$ cat src/rtl/uio_arb_pkg.sv
// Shared types and constants for the uio pin-bank arbiter.
package uio_arb_pkg;

    typedef enum logic [1:0] {StIdle, StTurn, StOwn} arb_state_e;

    localparam logic DIR_IN  = 1'b0;
    localparam logic DIR_OUT = 1'b1;

    localparam int unsigned HOLD_W = 4;
    localparam int unsigned TURN_W = 2;

endpackage

$ cat src/rtl/uio_arbiter_rr_pick.sv
// Combinational round-robin picker: first set request at or after ptr, wrapping.
module rr_pick
    import uio_arb_pkg::*;
#(
    parameter int unsigned NREQ  = 4,
    parameter int unsigned PTR_W = 2
) (
    input  logic [NREQ-1:0]  req,
    input  logic [PTR_W-1:0] ptr,
    output logic [NREQ-1:0]  pick,
    output logic             any
);

    always_comb begin
        pick = '0;
        any  = 1'b0;
        for (int unsigned k = 0; k < NREQ; k++) begin
            if (!any && req[(int'(ptr) + k) % NREQ]) begin
                pick[(int'(ptr) + k) % NREQ] = 1'b1;
                any                           = 1'b1;
            end
        end
    end

endmodule

$ cat src/rtl/uio_arbiter.sv
// Round-robin owner of the shared uio pin bank with turnaround insertion and
// bounded tenure per grant.
module uio_arbiter
    import uio_arb_pkg::*;
#(
    parameter int unsigned NREQ     = 4,
    parameter int unsigned MAX_HOLD = 8,
    parameter int unsigned TURN     = 1
) (
    input  logic              clk,
    input  logic              rst,
    input  logic              ena,
    input  logic [NREQ-1:0]   req,
    input  logic [NREQ-1:0]   dir,
    input  logic [NREQ-1:0]   last,
    input  logic [NREQ*8-1:0] wdata,
    output logic [NREQ-1:0]   gnt,
    output logic [7:0]        rdata,
    output logic              rvalid,
    output logic              busy,
    input  logic [7:0]        uio_in,
    output logic [7:0]        uio_out,
    output logic [7:0]        uio_oe
);

    localparam int unsigned PTR_W = (NREQ > 1) ? $clog2(NREQ) : 1;
    localparam logic [PTR_W-1:0]  LAST_IDX   = PTR_W'(NREQ - 1);
    localparam logic [HOLD_W-1:0] MAX_HOLD_C = HOLD_W'(MAX_HOLD);
    localparam logic [TURN_W-1:0] TURN_LOAD  = TURN_W'(TURN - 1);

    arb_state_e        state_q, state_d;
    logic [PTR_W-1:0]  win_q, win_d;
    logic [PTR_W-1:0]  ptr_q, ptr_d;
    logic [HOLD_W-1:0] hold_q, hold_d;
    logic [TURN_W-1:0] turn_q, turn_d;
    logic              bus_dir_q, bus_dir_d;
    logic [7:0]        out_q, out_d;
    logic [7:0]        oe_q, oe_d;
    logic [7:0]        rdata_q, rdata_d;
    logic              rvalid_q, rvalid_d;

    logic [NREQ-1:0]   pick;
    logic              any;
    logic [PTR_W-1:0]  pick_idx;
    logic [PTR_W-1:0]  win_next;
    logic [HOLD_W-1:0] hold_inc;

    rr_pick #(
        .NREQ  (NREQ),
        .PTR_W (PTR_W)
    ) u_rr_pick (
        .req  (req),
        .ptr  (ptr_q),
        .pick (pick),
        .any  (any)
    );

    always_comb begin
        pick_idx = '0;
        for (int unsigned i = 0; i < NREQ; i++) begin
            if (pick[i]) pick_idx = PTR_W'(i);
        end
    end

    assign win_next = (win_q == LAST_IDX) ? '0 : win_q + 1'b1;
    assign hold_inc = hold_q + 1'b1;

    always_comb begin
        state_d   = state_q;
        win_d     = win_q;
        ptr_d     = ptr_q;
        hold_d    = hold_q;
        turn_d    = turn_q;
        bus_dir_d = bus_dir_q;
        out_d     = out_q;
        oe_d      = oe_q;
        rdata_d   = rdata_q;
        rvalid_d  = 1'b0;

        unique case (state_q)
            StIdle: begin
                if (ena && any) begin
                    win_d = pick_idx;
                    if (dir[pick_idx] == bus_dir_q) begin
                        state_d = StOwn;
                        if (bus_dir_q == DIR_OUT) oe_d = 8'hFF;
                    end else begin
                        state_d = StTurn;
                        turn_d  = TURN_LOAD;
                        oe_d    = 8'h00;
                    end
                end
            end
            StTurn: begin
                if (turn_q == '0) begin
                    state_d   = StOwn;
                    bus_dir_d = dir[win_q];
                    if (dir[win_q] == DIR_OUT) oe_d = 8'hFF;
                end else begin
                    turn_d = turn_q - 1'b1;
                end
            end
            StOwn: begin
                if (!req[win_q]) begin
                    state_d = StIdle;
                    ptr_d   = win_next;
                    hold_d  = '0;
                end else begin
                    hold_d = hold_inc;
                    if (bus_dir_q == DIR_OUT) begin
                        out_d = wdata[8*int'(win_q) +: 8];
                    end else begin
                        rdata_d  = uio_in;
                        rvalid_d = 1'b1;
                    end
                    if (last[win_q] || hold_inc == MAX_HOLD_C) begin
                        state_d = StIdle;
                        ptr_d   = win_next;
                        hold_d  = '0;
                    end
                end
            end
            default: state_d = StIdle;
        endcase

        // Disable overrides everything: no beat effects, pins back to input.
        if (!ena) begin
            state_d   = StIdle;
            ptr_d     = (state_q == StOwn) ? win_next : ptr_q;
            hold_d    = '0;
            bus_dir_d = DIR_IN;
            oe_d      = 8'h00;
            out_d     = out_q;
            rdata_d   = rdata_q;
            rvalid_d  = 1'b0;
        end
    end

    always_ff @(posedge clk or posedge rst) begin
        if (rst) begin
            state_q   <= StIdle;
            win_q     <= '0;
            ptr_q     <= '0;
            hold_q    <= '0;
            turn_q    <= '0;
            bus_dir_q <= DIR_IN;
            out_q     <= 8'h00;
            oe_q      <= 8'h00;
            rdata_q   <= 8'h00;
            rvalid_q  <= 1'b0;
        end else begin
            state_q   <= state_d;
            win_q     <= win_d;
            ptr_q     <= ptr_d;
            hold_q    <= hold_d;
            turn_q    <= turn_d;
            bus_dir_q <= bus_dir_d;
            out_q     <= out_d;
            oe_q      <= oe_d;
            rdata_q   <= rdata_d;
            rvalid_q  <= rvalid_d;
        end
    end

    always_comb begin
        gnt = '0;
        if (state_q == StOwn) gnt[win_q] = 1'b1;
    end

    assign busy    = (state_q != StIdle);
    assign uio_out = out_q;
    assign uio_oe  = oe_q;
    assign rdata   = rdata_q;
    assign rvalid  = rvalid_q;

endmodule

$ cat config.mk
export PLATFORM = sky130hd
export DESIGN_NAME = uio_arbiter
export DESIGN_NICKNAME = d
export VERILOG_FILES = /design/src/rtl/uio_arb_pkg.sv /design/src/rtl/uio_arbiter_rr_pick.sv /design/src/rtl/uio_arbiter.sv
export SDC_FILE = /design/constraint.sdc
export NUM_CORES = 1
export LEC_CHECK = 0
export CORE_MARGIN = 2
export CORE_UTILIZATION = 50
export CTS_CLUSTER_SIZE = 8
export DETAILED_ROUTE_END_ITERATION = 10
export PLACE_DENSITY = 0.87
export SLEW_MARGIN = 10
export SYNTH_ARGS = -nofsm -noshare
export SYNTH_HDL_FRONTEND = slang
export SYNTH_HIERARCHICAL = 1
export SYNTH_SLANG_ARGS = --single-unit
$ cat constraint.sdc
create_clock -name clk -period 6.1 [get_ports clk]
set_input_delay 1.22 -clock clk [delete_from_list [all_inputs] [get_ports clk]]
set_output_delay 1.22 -clock clk [all_outputs]
set_load 0.01 [all_outputs]
==> results of run 1 <==
flip-flops by register name, summed over array words and instances (netlist names):
name	flops
ptr_q	2
uio_oe	1
turn_q	2
win_q	2
rdata	8
bus_dir_q	1
rvalid	1
uio_out	8
state_q	2
hold_q	4
metal layers:
layer  track usage  up-vias  part of all wire
met5             0        -                 0
met4        0.0808        0             0.023
met3        0.0453       12             0.048
met2         0.344       69              0.49
met1         0.325      995              0.43
li1              -     1005                 -
stage by stage:
step / hold slack (ns) / setup WS, ns / cells / area, um2 / power, mW
floorplan: 0.449 / 2.35 / 232 / 2420 / 0.897
global placement: 0.467 / 1.82 / 353 / 3230 / 1.11
detailed placement: 0.470 / 1.74 / 353 / 3230 / 1.13
CTS: 0.486 / 2.03 / 361 / 3340 / 1.35
global route: 0.512 / 1.91 / 361 / 3340 / 1.44
finish: 0.486 / 2.02 / 361 / 3340 / 1.35
critical path, delay by kind of cell:
kind	cells	cell delay (ns)
AO/OA/AOI/OAI	4	1.14
AND/OR/NAND/NOR	3	0.98
buffers and inverters	1	0.61
multiplexers	1	0.35
layout by cell type (no fill, tap or decap), drive strengths merged, types with 2 or more instances in the layout:
cell type	instances
mux2i	10
dfrtp	31
and2	8
o21ai	6
and3b	2
o2111ai	2
inv	11
o2bb2ai	3
nand3	3
nor2	11
a21oi	6
a21boi	3
o22ai	6
clkdlybuf4s50	84
mux2	20
and3	3
ha	13
nand2	19
nor3	2
o32ai	2
clkbuf	6
nand3b	2
a211oi	3
nand2b	9
mux4	11
nor2b	5
o211ai	4
power groups by stage:
stage / combinational, mW / clock (mW) / sequential [mW]
2_1_floorplan: 0.557 / 0 / 0.340
3_3_place_gp: 0.726 / 0 / 0.387
3_5_place_dp: 0.741 / 0 / 0.390
4_1_cts: 0.748 / 0.213 / 0.387
5_1_grt: 0.819 / 0.223 / 0.403
6_report: 0.750 / 0.210 / 0.386
final cells by class:
type / instances / area (um2)
Clock inverter: 2 / 35.0
Timing Repair Buffer: 85 / 848
Multi-Input combinational cell: 172 / 1490
Fill cell: 329 / 1350
Inverter: 11 / 41.3
Tap cell: 54 / 67.6
Sequential cell: 31 / 776
Clock buffer: 6 / 82.6
path summary, 6_finish.rpt:
path	endpoint	slack (ns)	cells after the start	startpoint
max in group asynchronous	uio_out[5]$_DFFE_PP0P_	4.50	3	rst
worst max-delay path	state_q[0]$_DFFE_PP0P_	2.02	9	req[1]
worst min-delay path	rdata[0]$_DFFE_PP0P_	0.49	1	rdata[0]$_DFFE_PP0P_
worst min register to register	rdata[0]$_DFFE_PP0P_	0.49	1	rdata[0]$_DFFE_PP0P_
worst max register to register	state_q[0]$_DFFE_PP0P_	2.26	10	ptr_q[0]$_DFFE_PP0P_
min in group asynchronous	uio_out[6]$_DFFE_PP0P_	1.31	3	rst
==> impl_metrics.ini, run 1 <==
[floorplan]
die_area_mm2 = 0.00541
coreArea_mm2 = 0.00469
row_count = 25
fp.dieH_um = 73.6
die_w_um = 73.6
pin_count = 85
start_util = 0.516

[worst_hold_path]
hold_path.class = register to register

[detailed_routing]
drt-total-wl_um = 5880
vias_per_cell = 5.76
drt-pass1-iter-count = 4
initialDrtViolationCount = 91
wire_per_inst_um = 16.3
postRouteAntennaNets = 0
drc = 0
vias = 2081

[placement]
port-buffer-count = 84
dpl.hpwl_um = 4570
gp_congestion = 0.961

[sta]
maxSlewHeadroom = 0.408
final-hold-violation-count = 0
fmax_mhz = 245
rsz0062_at_grt = false
setup_viol = 0
finalClockSkew_ns = 0.00670
slew_violations = 0
finalSetupTns_ns = 0
tightestPinTransition_ns = 0.888
fin_crit_sh = 0.669
min_period_ns = 4.08

[final_layout]
drive_gt1_frac = 0.121
antenna_cells = 0
fin_util = 0.713
area_delta_synth_final_pct = 38.2
final_nets = 374

[cts]
root_buffer = clkbuf_8
cts.clk_slew.worst_paths_ns = 0.07
cts_setup_buffers = 0
clockBufferDepth = 2
ctsHoldBuffers = 0
cts_tree = yes
clock_sinks = 31
cts.repair.resized = 0
cts_buffers = 5
clock_latency_ns = 0.28
cts_htree_levels = 2

[critical_path]
slowest_stage = clkdlybuf4s50_1
cp_max_fo = 9
cp.arrival_ns = 4.29
critPathKind = input pin to register
critical-path-max-stage-delay_ns = 0.61
cp_cell_sequence = clkdlybuf4s50_1 > or3b_1 > a2111o_1 > nand3_2 > o2bb2ai_1 > mux2_4 > a311o_1 > or4b_1 > a21oi_1
worstSetupStartpointType = input pin
worstSetupEndpointType = register
required_ns = 6.31

[power]
peakVddDrop_uv = 223
power_density_mw_per_mm2 = 402
p_int_mw = 0.817
pwr-share-comb = 0.557
seq_power_share = 0.287
p_leak_nw = 1.43
power_switching_mw = 0.530
p_sw_frac = 0.393
clock_power_share = 0.156

[status]
status = finished clean

[job]
maxCapViolations = 0

[synthesis]
netlist_instances = 232
synth.avg_cell_area_um2 = 10.4
synth_nets = 300
yosys_warnings = 6
netlist_area_mm2 = 0.00242

[grt]
grt_first_pass_wirelength_um = 9440
grtUsageTotal = 0.228
antenna_found_initial = 0
grt_overflow = 0
grt_max_degree = 32
first_global_vias = 1938
Note: power is estimated with default switching activity, not from simulation.
==> inputs of run 2 (changes only) <==
--- a/config.mk
+++ b/config.mk
@@ -6,10 +6,10 @@
 export NUM_CORES = 1
 export LEC_CHECK = 0
 export CORE_MARGIN = 2
-export CORE_UTILIZATION = 50
+export CORE_UTILIZATION = 46
 export CTS_CLUSTER_SIZE = 8
 export DETAILED_ROUTE_END_ITERATION = 10
-export PLACE_DENSITY = 0.87
+export PLACE_DENSITY = 0.81
 export SLEW_MARGIN = 10
 export SYNTH_ARGS = -nofsm -noshare
 export SYNTH_HDL_FRONTEND = slang
==> constraint.sdc (replaced) <==
create_clock -name clk -period 4.1 [get_ports clk]
set_input_delay 0.82 -clock clk [delete_from_list [all_inputs] [get_ports clk]]
set_output_delay 0.82 -clock clk [all_outputs]
set_load 0.01 [all_outputs]
==> impl_metrics.ini, run 2 (synthesis results as in run 1) <==
[cts]
ctsHoldBuffers = 0
cts_setup_buffers = 0
cts_htree_levels = 2
clockBufferDepth = 2
cts_buffers = 5
clock_sinks = 31
cts.repair.resized = 0
root_buffer = clkbuf_8
cts_tree = yes
clock_latency_ns = 0.29
cts.clk_slew.worst_paths_ns = 0.07

[floorplan]
pin_count = 85
fp.dieH_um = 76.5
coreArea_mm2 = 0.00511
row_count = 26
start_util = 0.474
die_w_um = 76.5
die_area_mm2 = 0.00586

[power]
clock_power_share = 0.150
power_switching_mw = 0.796
p_leak_nw = 1.44
pwr-share-comb = 0.574
seq_power_share = 0.276
p_int_mw = 1.21
power_density_mw_per_mm2 = 592
peakVddDrop_uv = 304
p_sw_frac = 0.397

[detailed_routing]
drt-pass1-iter-count = 4
wl_met2_um = 2940
drt-total-wl_um = 6370
postRouteAntennaNets = 0
wire_per_inst_um = 16.8
m1WireLength_um = 2780
wl_met3_um = 491
initialDrtViolationCount = 139
vias_per_cell = 5.70
drc = 0
vias = 2167
routed.top_layer = met4

[critical_path]
critPathLaunch = ptr_q[1]$_DFFE_PP0P_
cp_max_fo = 12
critPathKind = register to register
worstSetupEndpointType = register
r2r-start = ptr_q[1]$_DFFE_PP0P_
required_ns = 4.31
cp.arrival_ns = 3.81
timing.reg2reg.setup_slack_ns = 0.50
worstSetupStartpointType = register

[grt]
grt_overflow = 0
antenna_found_initial = 0
grtUsageTotal = 0.220
grt_max_degree = 32
first_global_vias = 2047
grt_first_pass_wirelength_um = 10400

[placement]
dpl-instance-area_mm2 = 0.00327
port-buffer-count = 84
gp_congestion = 0.853
dpl.hpwl_um = 4810

[sta]
fmax_mhz = 278
min_period_ns = 3.60
finalClockSkew_ns = 0.00712
fin_crit_sh = 0.878
finalSetupTns_ns = 0
final-hold-violation-count = 0
maxSlewHeadroom = 0.412
tightestPinTransition_ns = 0.882
slew_violations = 0
rsz0062_at_grt = false
setup_viol = 0

[final_layout]
drive_gt1_frac = 0.129
final_nets = 377
antenna_cells = 0
area_delta_synth_final_pct = 39.8
fin_util = 0.662
final_area_mm2 = 0.00338
final_common_cell = clkdlybuf4s50_1
layout_common_cells = 84 x clkdlybuf4s50_1, 31 x dfrtp_1, 19 x nand2_1
fillers = 413

[worst_hold_path]
min_from = rdata[3]$_DFFE_PP0P_
hold_path.class = register to register

[job]
maxCapViolations = 0

[status]
status = finished clean
-- run 2: cell types whose count changed in the layout (fill, tap and decap cells not counted) --
cell,before,now
buf_4,1,4
clkinv_4,0,1
clkbuf_8,6,5
-- run 2: cell type report --
cell class              count  area (um2)  area share
clock inverters             3        43.8      0.0129
flip-flops and latches     31         776       0.229
clock buffers               5        68.8      0.0203
well taps                  70        87.6      0.0259
inverters                  11        41.3      0.0122
multi-input cells         172        1490       0.442
repair buffers             88         871       0.257
-- run 2: worst paths after layout --
check,cells after the start,to
max reg2reg,10,state_q[0]$_DFFE_PP0P_
min reg2reg,1,rdata[3]$_DFFE_PP0P_
max in group asynchronous,3,uio_oe[6]$_DFFE_PP0P_
max,10,state_q[0]$_DFFE_PP0P_
min,1,rdata[3]$_DFFE_PP0P_
min in group asynchronous,3,uio_out[6]$_DFFE_PP0P_
-- run 2: metal layers --
layer / track usage / vias to the layer above
met5: 0 / -
met1: 0.291 / 1032
met4: 0.0655 / 0
met2: 0.353 / 107
met3: 0.0604 / 16
li1: - / 1012
-- run 2: power by group through the flow --
stage	logic, mW	clock network (mW)	registers [mW]
after floorplan	0.829	0	0.506
after global placement	1.12	0	0.553
after detailed placement	1.14	0	0.559
after CTS	1.15	0.305	0.554
after global routing	1.26	0.321	0.574
final	1.15	0.301	0.553
-- run 2: metrics by stage --
stage,cells,hold WS [ns],worst slack (ns),power (mW)
2_1_floorplan,232,0.449,0.740,1.34
5_1_grt,380,0.511,0.260,2.15
3_5_place_dp,372,0.474,0.323,1.70
3_3_place_gp,372,0.467,0.363,1.67
6_report,380,0.489,0.500,2.00
4_1_cts,380,0.490,0.532,2.01
-- run 2: critical path, stage by stage, from the launching register on --
cell	delay (ns)
dfrtp_1	0.65
inv_1	0.13
ha_1	0.42
mux2i_1	0.36
mux2_2	0.26
a211oi_1	0.07
o2bb2ai_1	0.22
mux2_4	0.34
a311o_1	0.40
or4b_1	0.51
a21oi_1	0.15
==> inputs of run 3 (changes only) <==
--- a/config.mk
+++ b/config.mk
@@ -6,12 +6,11 @@
 export NUM_CORES = 1
 export LEC_CHECK = 0
 export CORE_MARGIN = 2
-export CORE_UTILIZATION = 46
+export CORE_UTILIZATION = 45
 export CTS_CLUSTER_SIZE = 8
 export DETAILED_ROUTE_END_ITERATION = 10
 export PLACE_DENSITY = 0.81
 export SLEW_MARGIN = 10
 export SYNTH_ARGS = -nofsm -noshare
 export SYNTH_HDL_FRONTEND = slang
-export SYNTH_HIERARCHICAL = 1
 export SYNTH_SLANG_ARGS = --single-unit
==> impl_metrics.ini, run 3 <==
[status]
status = finished clean

[placement]
port-buffer-count = 84
gp_congestion = 0.871
dpl.hpwl_um = 4310
numPlacedInstances = 375

[final_layout]
drive_gt1_frac = 0.125
final_cell_count_no_fill = 383
layout_common_cells = 84 x clkdlybuf4s50_1, 37 x nand2_1, 31 x dfrtp_1
final_common_cell = clkdlybuf4s50_1
area_delta_synth_final_pct = 41.6
seq_area_um2 = 776
fillers = 425
antenna_cells = 0
final_nets = 380
multi_input_area_mm2 = 0.00138

[grt]
antenna_found_initial = 0
grt_overflow = 0
grt_first_pass_wirelength_um = 8650
grt_max_degree = 32
grtUsageTotal = 0.201
first_global_vias = 1859

[synthesis]
netlist_instances = 236
yosysTopAreaCell = dfrtp_1
synth_common_cells = 37 x nand2_1, 31 x dfrtp_1, 14 x mux4_2
synth_cell_type_count = 45
synth-edff-count = 0
async_flop_share = 1.00
synth-main-ff-cell = dfrtp_1
yosysTopAreaCellShare = 0.335
synth_area_leaders = dfrtp_1 34%, mux4_2 14%, ha_1 7.0%, nand2_1 6.0%, mux2_2 4.9%
netlist_area_mm2 = 0.00231
yosys_warnings = 0
synth.avg_cell_area_um2 = 9.80
synth.most_common_cell = nand2_1
synth_nets = 304
seq_area_frac_synth = 0.335
ys_ff_latch = 31

[sta]
final-hold-violation-count = 0
rsz0062_at_grt = false
slew_violations = 0
finalSetupTns_ns = 0
fin_crit_sh = 0.780
finalClockSkew_ns = 0.00715
setup_viol = 0
min_period_ns = 3.20
maxSlewHeadroom = 0.589
tightestPinTransition_ns = 0.617
fmax_mhz = 313

[floorplan]
pin_count = 85
row_count = 26
die_w_um = 75.7
fp.dieH_um = 75.7
die_area_mm2 = 0.00573
start_util = 0.459
coreArea_mm2 = 0.00504

[power]
peakVddDrop_uv = 391
pwr-share-comb = 0.566
p_sw_frac = 0.378
power_density_mw_per_mm2 = 610
clock_power_share = 0.157
power_switching_mw = 0.756
p_leak_nw = 1.44
p_int_mw = 1.24
seq_power_share = 0.278

[cts]
clockBufferDepth = 2
cts_setup_buffers = 0
cts.repair.resized = 0
root_buffer = clkbuf_8
cts.clk_slew.worst_paths_ns = 0.07
cts_tree = yes
cts_htree_levels = 2
cts_buffers = 5
clock_sinks = 31
ctsHoldBuffers = 0
clock_latency_ns = 0.28

[detailed_routing]
vias_per_cell = 5.24
wire_per_inst_um = 14.1
vias = 2007
postRouteAntennaNets = 0
drt-pass1-iter-count = 4
drc = 0
initialDrtViolationCount = 94
drt-total-wl_um = 5390

[worst_hold_path]
hold_path.class = register to register
min_from = rdata[0]$_DFFE_PP0P_

[critical_path]
critPathLaunch = ptr_q[0]$_DFFE_PP0P_
r2r-start = ptr_q[0]$_DFFE_PP0P_
worstSetupStartpointType = register
cp.arrival_ns = 3.37
cp_max_fo = 14
critPathKind = register to register
worstSetupEndpointType = register
required_ns = 4.27

[job]
maxCapViolations = 0
[run 3: metal layers]
metal,wire length [um],share of wire,vias up,track usage
met5,0,0,-,0
met4,66,0.012,0,0.0663
met3,284,0.053,9,0.0595
met2,2820,0.52,52,0.334
met1,2210,0.41,961,0.251
li1,-,-,985,-
[run 3: cells by family (layout without fill, tap and decap cells)]
| kind of cell | after synthesis | after routing | share of synthesized area |
|---|---|---|---|
| flops | 31 | 31 | 0.335 |
| simple gates | 90 | 90 | 0.192 |
| compound gates | 38 | 38 | 0.107 |
| fa+ha+maj | 13 | 13 | 0.0703 |
| buf+inv | 31 | 108 | 0.0671 |
| mux | 31 | 31 | 0.217 |
| xor+xnor | 2 | 2 | 0.0108 |
[run 3: worst paths after layout]
| path | to | slack, ns | cells after the start |
|---|---|---|---|
| worst max-delay path | turn_q[1]$_DFFE_PP0P_ | 0.90 | 10 |
| worst min register to register | rdata[0]$_DFFE_PP0P_ | 0.47 | 2 |
| min in group asynchronous | rdata[7]$_DFFE_PP0P_ | 0.91 | 3 |
| worst max register to register | turn_q[1]$_DFFE_PP0P_ | 0.90 | 10 |
| worst min-delay path | rdata[0]$_DFFE_PP0P_ | 0.47 | 2 |
| max in group asynchronous | uio_out[5]$_DFFE_PP0P_ | 2.90 | 3 |
[run 3: worst max-delay path: stages, from the launching register on]
cell	delay, ns
dfrtp_1	0.65
inv_1	0.21
ha_1	0.45
mux4_2	0.38
nand3b_1	0.18
a2bb2oi_1	0.21
a21oi_1	0.10
o22ai_1	0.17
o21ba_4	0.21
xor2_2	0.15
a311o_1	0.37
[run 3: area by class of cell]
class                   count  area share
repair buffers             87       0.264
clock buffers               6      0.0252
multi-input cells         174       0.422
well taps                  70      0.0267
inverters                  13      0.0149
flip-flops and latches     31       0.237
clock inverters             2      0.0107
[run 3: through the flow]
stage | hold slack, ns | instance area [um2] | util | worst slack, ns | power, mW
after CTS | 0.478 | 3270 | 0.649 | 0.916 | 2.01
after global placement | 0.457 | 3160 | 0.626 | 0.737 | 1.65
after floorplan | 0.505 | 2310 | - | 1.26 | 1.32
after global routing | 0.510 | 3270 | 0.649 | 0.690 | 2.16
final | 0.473 | 3270 | 0.649 | 0.903 | 2.00
after detailed placement | 0.463 | 3160 | 0.626 | 0.640 | 1.69
[run 3: power groups by stage]
| stage | combinational (mW) | sequential, mW | clock (mW) |
|---|---|---|---|
| after floorplan | 0.792 | 0.525 | 0 |
| after global placement | 1.10 | 0.556 | 0 |
| after detailed placement | 1.13 | 0.563 | 0 |
| after CTS | 1.14 | 0.557 | 0.317 |
| after global routing | 1.25 | 0.578 | 0.332 |
| final | 1.13 | 0.555 | 0.313 |
